`config.mk`:
```
export PLATFORM = sky130hd
export DESIGN_NAME = ro_sample_ctrl_flat
export DESIGN_NICKNAME = d
export VERILOG_FILES = /design/src/rtl/ro_pkg.sv /design/src/rtl/ro_sample_ctrl_if.sv /design/src/rtl/ro_window_counter.sv /design/src/rtl/ro_sample_ctrl.sv /design/src/flat_wrapper.sv
export SDC_FILE = /design/constraint.sdc
export NUM_CORES = 1
export LEC_CHECK = 0
export ABC_AREA = 1
export CORE_ASPECT_RATIO = 1.1
export CORE_MARGIN = 5
export CORE_UTILIZATION = 43
export DETAILED_ROUTE_END_ITERATION = 8
export PLACE_DENSITY = 0.83
export SLEW_MARGIN = 20
export SYNTH_ARGS = -nofsm -noshare
export SYNTH_HDL_FRONTEND = slang
export SYNTH_SLANG_ARGS = --single-unit
```
`constraint.sdc`:
```
create_clock -name clk -period 2.75 [get_ports clk]
set_input_delay 0.275 -clock clk [delete_from_list [all_inputs] [get_ports clk]]
set_output_delay 0.275 -clock clk [all_outputs]
set_load 0.01 [all_outputs]
```
`src/rtl/ro_pkg.sv`:
```
// Shared types and default widths for the ring-oscillator sampling controller.
package ro_pkg;

    localparam int unsigned DEF_SIZE_WIDTH   = 32;
    localparam int unsigned DEF_COUNT_WIDTH  = 32;
    localparam int unsigned DEF_LINE_WIDTH   = 512;
    localparam int unsigned SAMPLES_PER_LINE = DEF_LINE_WIDTH / DEF_COUNT_WIDTH;

    typedef enum logic [1:0] {
        ST_IDLE    = 2'd0,
        ST_COLLECT = 2'd1,
        ST_WRITE   = 2'd2,
        ST_DONE    = 2'd3
    } ro_state_t;

endpackage

```
`src/rtl/ro_sample_ctrl_if.sv`:
```
// Control, ring-oscillator and DMA-write signals of the sampling controller.
interface ro_sample_ctrl_if #(
    parameter int unsigned SIZE_WIDTH = ro_pkg::DEF_SIZE_WIDTH,
    parameter int unsigned LINE_WIDTH = ro_pkg::DEF_LINE_WIDTH
);

    logic                  go;
    logic [SIZE_WIDTH-1:0] num_samples;
    logic [SIZE_WIDTH-1:0] collect_cycles;
    logic                  done;
    logic                  ro_en;
    logic                  ro_edge;
    logic                  wr_valid;
    logic [LINE_WIDTH-1:0] wr_data;
    logic                  wr_full;

    // Host / environment side: memory map, oscillator and DMA FIFO.
    modport master (
        output go, num_samples, collect_cycles, ro_edge, wr_full,
        input  done, ro_en, wr_valid, wr_data
    );

    // Controller side.
    modport slave (
        input  go, num_samples, collect_cycles, ro_edge, wr_full,
        output done, ro_en, wr_valid, wr_data
    );

endinterface

```
`src/rtl/ro_window_counter.sv`:
```
// Window-length counter plus saturating edge counter; `last` flags the final
// cycle of a window and `count` already includes that cycle's edge.
module ro_window_counter
    import ro_pkg::*;
#(
    parameter int unsigned SIZE_WIDTH  = DEF_SIZE_WIDTH,
    parameter int unsigned COUNT_WIDTH = DEF_COUNT_WIDTH
) (
    input  logic                   clk,
    input  logic                   rst,
    input  logic                   start,
    input  logic                   en,
    input  logic [SIZE_WIDTH-1:0]  len,
    input  logic                   ro_edge,
    output logic                   last,
    output logic [COUNT_WIDTH-1:0] count
);

    logic [SIZE_WIDTH-1:0]  win_q, win_d;
    logic [COUNT_WIDTH-1:0] edge_q, edge_d;

    // len is never 0 here; the controller clamps it to at least 1.
    always_comb begin
        last   = en && (win_q == len - SIZE_WIDTH'(1));
        count  = edge_q;
        win_d  = win_q;
        edge_d = edge_q;
        if (en && ro_edge && (edge_q != '1)) begin
            count = edge_q + COUNT_WIDTH'(1);
        end
        if (start) begin
            win_d  = '0;
            edge_d = '0;
        end else if (en) begin
            if (last) begin
                win_d  = '0;
                edge_d = '0;
            end else begin
                win_d  = win_q + SIZE_WIDTH'(1);
                edge_d = count;
            end
        end
    end

    always_ff @(posedge clk or negedge rst) begin
        if (!rst) begin
            win_q  <= '0;
            edge_q <= '0;
        end else begin
            win_q  <= win_d;
            edge_q <= edge_d;
        end
    end

endmodule

```
`src/rtl/ro_sample_ctrl.sv`:
```
// Ring-oscillator sampling controller: collects 16 window counts per cache
// line and pushes each line into the DMA write FIFO until the run completes.
module ro_sample_ctrl
    import ro_pkg::*;
#(
    parameter int unsigned SIZE_WIDTH  = DEF_SIZE_WIDTH,
    parameter int unsigned COUNT_WIDTH = DEF_COUNT_WIDTH,
    parameter int unsigned LINE_WIDTH  = DEF_LINE_WIDTH
) (
    input  logic             clk,
    input  logic             rst,
    ro_sample_ctrl_if.slave  bus
);

    localparam int unsigned LANES = LINE_WIDTH / COUNT_WIDTH;
    localparam int unsigned IDX_W = (LANES > 1) ? $clog2(LANES) : 1;

    ro_state_t              state_q;
    logic [SIZE_WIDTH-1:0]  num_q;
    logic [SIZE_WIDTH-1:0]  len_q;
    logic [SIZE_WIDTH-1:0]  lines_q;
    logic [IDX_W-1:0]       idx_q;
    logic [LINE_WIDTH-1:0]  data_q;
    logic                   done_q;
    logic                   ro_en_q;

    logic                   start_run;
    logic                   win_last;
    logic [COUNT_WIDTH-1:0] win_count;
    logic [SIZE_WIDTH-1:0]  lines_inc;

    assign start_run = bus.go && ((state_q == ST_IDLE) || (state_q == ST_DONE));
    assign lines_inc = lines_q + SIZE_WIDTH'(1);

    ro_window_counter #(
        .SIZE_WIDTH  (SIZE_WIDTH),
        .COUNT_WIDTH (COUNT_WIDTH)
    ) u_window (
        .clk     (clk),
        .rst     (rst),
        .start   (start_run),
        .en      (state_q == ST_COLLECT),
        .len     (len_q),
        .ro_edge (ro_edge_gated()),
        .last    (win_last),
        .count   (win_count)
    );

    function automatic logic ro_edge_gated();
        return bus.ro_edge;
    endfunction

    always_ff @(posedge clk or negedge rst) begin
        if (!rst) begin
            state_q <= ST_IDLE;
            num_q   <= '0;
            len_q   <= '0;
            lines_q <= '0;
            idx_q   <= '0;
            data_q  <= '0;
            done_q  <= 1'b0;
            ro_en_q <= 1'b0;
        end else begin
            case (state_q)
                ST_IDLE, ST_DONE: begin
                    if (bus.go) begin
                        num_q   <= bus.num_samples;
                        len_q   <= (bus.collect_cycles == '0) ? SIZE_WIDTH'(1) : bus.collect_cycles;
                        idx_q   <= '0;
                        lines_q <= '0;
                        if (bus.num_samples == '0) begin
                            state_q <= ST_DONE;
                            done_q  <= 1'b1;
                            ro_en_q <= 1'b0;
                        end else begin
                            state_q <= ST_COLLECT;
                            done_q  <= 1'b0;
                            ro_en_q <= 1'b1;
                        end
                    end
                end
                ST_COLLECT: begin
                    if (win_last) begin
                        for (int unsigned l = 0; l < LANES; l++) begin
                            if (idx_q == IDX_W'(l)) begin
                                data_q[l*COUNT_WIDTH +: COUNT_WIDTH] <= win_count;
                            end
                        end
                        if (idx_q == IDX_W'(LANES - 1)) begin
                            state_q <= ST_WRITE;
                            ro_en_q <= 1'b0;
                        end else begin
                            idx_q <= idx_q + IDX_W'(1);
                        end
                    end
                end
                ST_WRITE: begin
                    if (!bus.wr_full) begin
                        lines_q <= lines_inc;
                        if (lines_inc == num_q) begin
                            state_q <= ST_DONE;
                            done_q  <= 1'b1;
                        end else begin
                            state_q <= ST_COLLECT;
                            idx_q   <= '0;
                            ro_en_q <= 1'b1;
                        end
                    end
                end
                default: state_q <= ST_IDLE;
            endcase
        end
    end

    // The strobe must be qualified by the FIFO's current full flag, so it is
    // decoded from the registered state rather than registered itself.
    assign bus.wr_valid = (state_q == ST_WRITE) && !bus.wr_full;
    assign bus.wr_data  = data_q;
    assign bus.done     = done_q;
    assign bus.ro_en    = ro_en_q;

endmodule

```
`src/flat_wrapper.sv`:
```
// flat-port wrapper written by rule: the top's interface ports become plain ports
module ro_sample_ctrl_flat import ro_pkg::*;
#(
    parameter int unsigned SIZE_WIDTH  = DEF_SIZE_WIDTH,
    parameter int unsigned COUNT_WIDTH = DEF_COUNT_WIDTH,
    parameter int unsigned LINE_WIDTH  = DEF_LINE_WIDTH
)
  (clk, rst, bus_go, bus_num_samples, bus_collect_cycles, bus_ro_edge, bus_wr_full, bus_done, bus_ro_en, bus_wr_valid, bus_wr_data);
  ro_sample_ctrl_if #(.SIZE_WIDTH(SIZE_WIDTH), .LINE_WIDTH(LINE_WIDTH)) bus_i ();
  input  logic clk;
  input  logic rst;
  input wire logic [$bits(bus_i.go)-1:0] bus_go;
  input wire logic [$bits(bus_i.num_samples)-1:0] bus_num_samples;
  input wire logic [$bits(bus_i.collect_cycles)-1:0] bus_collect_cycles;
  input wire logic [$bits(bus_i.ro_edge)-1:0] bus_ro_edge;
  input wire logic [$bits(bus_i.wr_full)-1:0] bus_wr_full;
  output wire logic [$bits(bus_i.done)-1:0] bus_done;
  output wire logic [$bits(bus_i.ro_en)-1:0] bus_ro_en;
  output wire logic [$bits(bus_i.wr_valid)-1:0] bus_wr_valid;
  output wire logic [$bits(bus_i.wr_data)-1:0] bus_wr_data;
  assign bus_i.go = bus_go;
  assign bus_i.num_samples = bus_num_samples;
  assign bus_i.collect_cycles = bus_collect_cycles;
  assign bus_i.ro_edge = bus_ro_edge;
  assign bus_i.wr_full = bus_wr_full;
  assign bus_done = bus_i.done;
  assign bus_ro_en = bus_i.ro_en;
  assign bus_wr_valid = bus_i.wr_valid;
  assign bus_wr_data = bus_i.wr_data;
  ro_sample_ctrl #(.SIZE_WIDTH(SIZE_WIDTH), .COUNT_WIDTH(COUNT_WIDTH), .LINE_WIDTH(LINE_WIDTH)) u_core (.clk(clk), .rst(rst), .bus(bus_i));
endmodule
```
==> flow_summary_export.csv <==
group,metric,value,unit
placement,hpwl,78600,um
detailed_routing,via_per_inst,5.54,
floorplanning,start_util,43.5,%
power_and_ir_drop,p_seq_share,38.5,%
final_layout,n_antenna_cell,0,
worst_setup_path,critical_path_arrival,3.36,ns
synth,synth_area,30700,um2
global_routing,grt_busiest_layer,"met2",
final_layout,stdcell_area,42300,um2
synth,synthDominantCellAreaShare,55.5,%
floorplanning,io_pins,584,
placement,place_congestion,0.938,
detailed_routing,dr.pass1.iters,6,
global_routing,met2_usage,46.3,%
timing,hold_violations,0,
timing,worst-slew-pin-transition,0.863,ns
timing,period_needed,2.81,ns
timing,tns,-3.47,ns
floorplanning,die_w,265,um
timing,maxSlewViolCount,0,
synth,yosys.area.top_type,"dfrtp_1",
detailed_routing,drc,0,
timing,finalClockSkew,0.0237,ns
power_and_ir_drop,power_frac_clock,34.0,%
floorplanning,row_count,102,
floorplanning,die-area,76800,um2
power_and_ir_drop,sw_frac_of_total,35.0,%
global_routing,grtUsageMet1,35.0,%
detailed_routing,vias,29665,
synth,yosysUniqueCellTypes,37,
floorplanning,die_y,290,um
timing,worst_slack,-0.0625,ns
hold_path,hold_path.class,"input pin to flip-flop",
global_routing,grt_use_met3,5.34,%
detailed_routing,drtIter0Drc,3542,
status,failed_checks,"setup timing",
worst_setup_path,worstSetupPathType,"flip-flop to flip-flop",
final_layout,drive_above_1_share,11.3,%
power_and_ir_drop,power_density,696,nW/um2
synth,synth_seq_cells,680,
clocking,clk_pin_slew,0.06,ns
clocking,cts_buffers,70,
global_routing,antenna_found_initial,1,
timing,setup_violations,153,
power_and_ir_drop,ir_drop,0.617,mV
global_routing,grt_pass1_wl,169000,um
global_routing,grt_max_degree,90,
clocking,cts.sinks,680,
final_layout,mostFrequentLayoutCells,"nand2_1, dfrtp_1, clkdlybuf4s50_1, nand3_1, nor2_1",
floorplanning,core-area,70600,um2
global_routing,grt.total_usage,27.8,%
clocking,htree_levels,3,
power_and_ir_drop,netSwitchingPower,10300,uW
placement,port_buffers,583,
clocking,cts_tree,"done",
synth,ys.flop_type,"dfrtp_1",
worst_setup_path,end_kind,"flip-flop",
clocking,clock_latency,0.61,ns
timing,fmax,356,MHz
global_routing,overflow,0,
timing,min_period_over_period,102,%
clocking,clockBufferDepth,3,
synth,yosysWarnings,0,
synth,avgSynthCellArea,8.37,um2
power_and_ir_drop,power.total,29500,uW
synth,async_reset_ff_share,100,%
placement,dp.cells,5186,
worst_setup_path,worstPathMaxFanout,19,
final_layout,fin_nets,4442,
detailed_routing,wl,114000,um
final_layout,instances_no_fill,5353,
synth,synth_edf_count,0,
final_layout,mostFrequentLayoutCell,"nand2_1",
final_layout,area_growth,38.0,%
worst_setup_path,required,3.30,ns
synth,synth_fp_nets,3746,
detailed_routing,antenna_left,0,
detailed_routing,routedWlPerCell,21.3,um
power_and_ir_drop,p_int,19100,uW
synth,seq_area_frac_synth,55.5,%
global_routing,first_global_vias,28552,
power_and_ir_drop,cellLeakagePower,0.0192,uW
clocking,cts-root-buf,"clkbuf_16",
run,drv_cap,0,
timing,maxSlewHeadroom,42.4,%
placement,placed_cell_area,38900,um2
power_and_ir_drop,combPwrFrac,27.5,%
final_layout,final_util,60.0,%
worst_setup_path,cp-start-kind,"flip-flop",
synth,synth_area_leaders,"dfrtp_1, nand2_1, nand3_1",
synth,syn-instance-count,3666,
timing,grt_setup_unrepaired,"yes",
status,status,"complete, but fails checks",
power groups by stage:
stage               clock (uW)  combinational (uW)  sequential, uW
detailed placement           0                7580           11500
global placement             0                7460           11400
finish                   10000                8090           11400
global route             10600                8760           11400
CTS                      10200                7670           11300
floorplan                    0                4220           11200
cell families (layout without fill, tap and decap cells):
kind of cell | after synthesis | in the layout | synth area share (%)
DFF | 680 | 680 | 55.5
adders and majority gates | 11 | 11 | 0.449
AOI/OAI and AO/OA | 418 | 418 | 7.39
and+or+nand+nor | 2045 | 2046 | 27.8
buffers and inverters | 408 | 1158 | 5.84
xor gates and xnor gates | 104 | 104 | 3.06
critical path, stage by stage, from the launching register on:
cell and delay [ns]:
dfrtp_1 0.40, inv_2 0.09, ha_4 0.15, nand2_4 0.08
nor2_4 0.23, nand2_2 0.12, nor2_4 0.14, nand3_2 0.07
nand2_2 0.10, nand3_2 0.08, nor2_1 0.10, nand2_1 0.10
nor2_4 0.19, nand2_4 0.09, nor2_8 0.22, buf_12 0.20
clkbuf_16 0.20, nand3_1 0.10, nand2_1 0.10
what timing repair did:
| action | in CTS | in global routing |
|---|---|---|
| pin swaps | 1 | 38 |
| resized for setup | 16 | 128 |
| cloned | 3 | 13 |
| hold buffers | 1 | 0 |
| endpoints found under the hold margin | 59 | 0 |
| setup buffers | 2 | 22 |
| endpoints found under the setup margin | 309 | 572 |
sequential cells by signal, indices dropped and copies added (netlist names):
signal	cells
u_core.bus.done	1
u_core.bus.ro_en	1
u_core.bus.wr_data	512
u_core.idx_q	4
u_core.u_window.win_q	32
u_core.u_window.edge_q	32
u_core.num_q	32
u_core.len_q	32
u_core.lines_q	32
u_core.state_q	2
layout make-up:
cell class              count  area (um2)
clock inverters            27         390
clock buffers             100        2030
repair buffers            820        8590
well taps                 936        1170
flip-flops and latches    680       17000
inverters                 211         792
multi-input cells        2579       12300
fillers                  5742       28200
final timing paths:
kind | start | end | slack, ns | cells after the start
min | bus_num_samples[25] | u_core.num_q[25] | 0.23 | 3
min reg2reg | u_core.bus.ro_en | u_core.bus.ro_en | 0.48 | 2
max reg2reg | u_core.len_q[1] | u_core.bus.wr_data[146] | -0.06 | 18
min in group asynchronous | rst | u_core.u_window.win_q[26] | 0.30 | 2
max in group asynchronous | rst | u_core.bus.wr_data[140] | 1.48 | 4
max | u_core.len_q[1] | u_core.bus.wr_data[146] | -0.06 | 18
synthesized netlist by cell type, drive strengths merged, types with 3 or more instances:
cell type  instances
inv              209
xnor2             22
a21oi             42
o21a              15
xor2              80
nor3b              5
o21ai            309
dfrtp            680
or2                3
o21bai             4
buf              102
nor2             252
ha                11
nor3              47
nand2           1300
nand3            339
nand3b            21
nand4             53
o22ai             47
clkbuf            95
nor4              22
per-stage QoR:
step | setup slack (ns) | hold slack, ns
6_report | -0.0625 | 0.229
2_1_floorplan | 0.154 | -0.0206
5_1_grt | -0.215 | 0.213
3_3_place_gp | -0.0395 | 0.377
4_1_cts | -0.00697 | 0.194
3_5_place_dp | -0.0772 | 0.371
routing by layer:
| metal | vias up | part of all wire (%) |
|---|---|---|
| li1 | 13249 | - |
| met1 | 14219 | 37 |
| met2 | 1810 | 48 |
| met3 | 387 | 9.6 |
| met4 | 0 | 5.9 |
| met5 | - | 0 |
No activity file was read; power rests on OpenSTA's default activity.
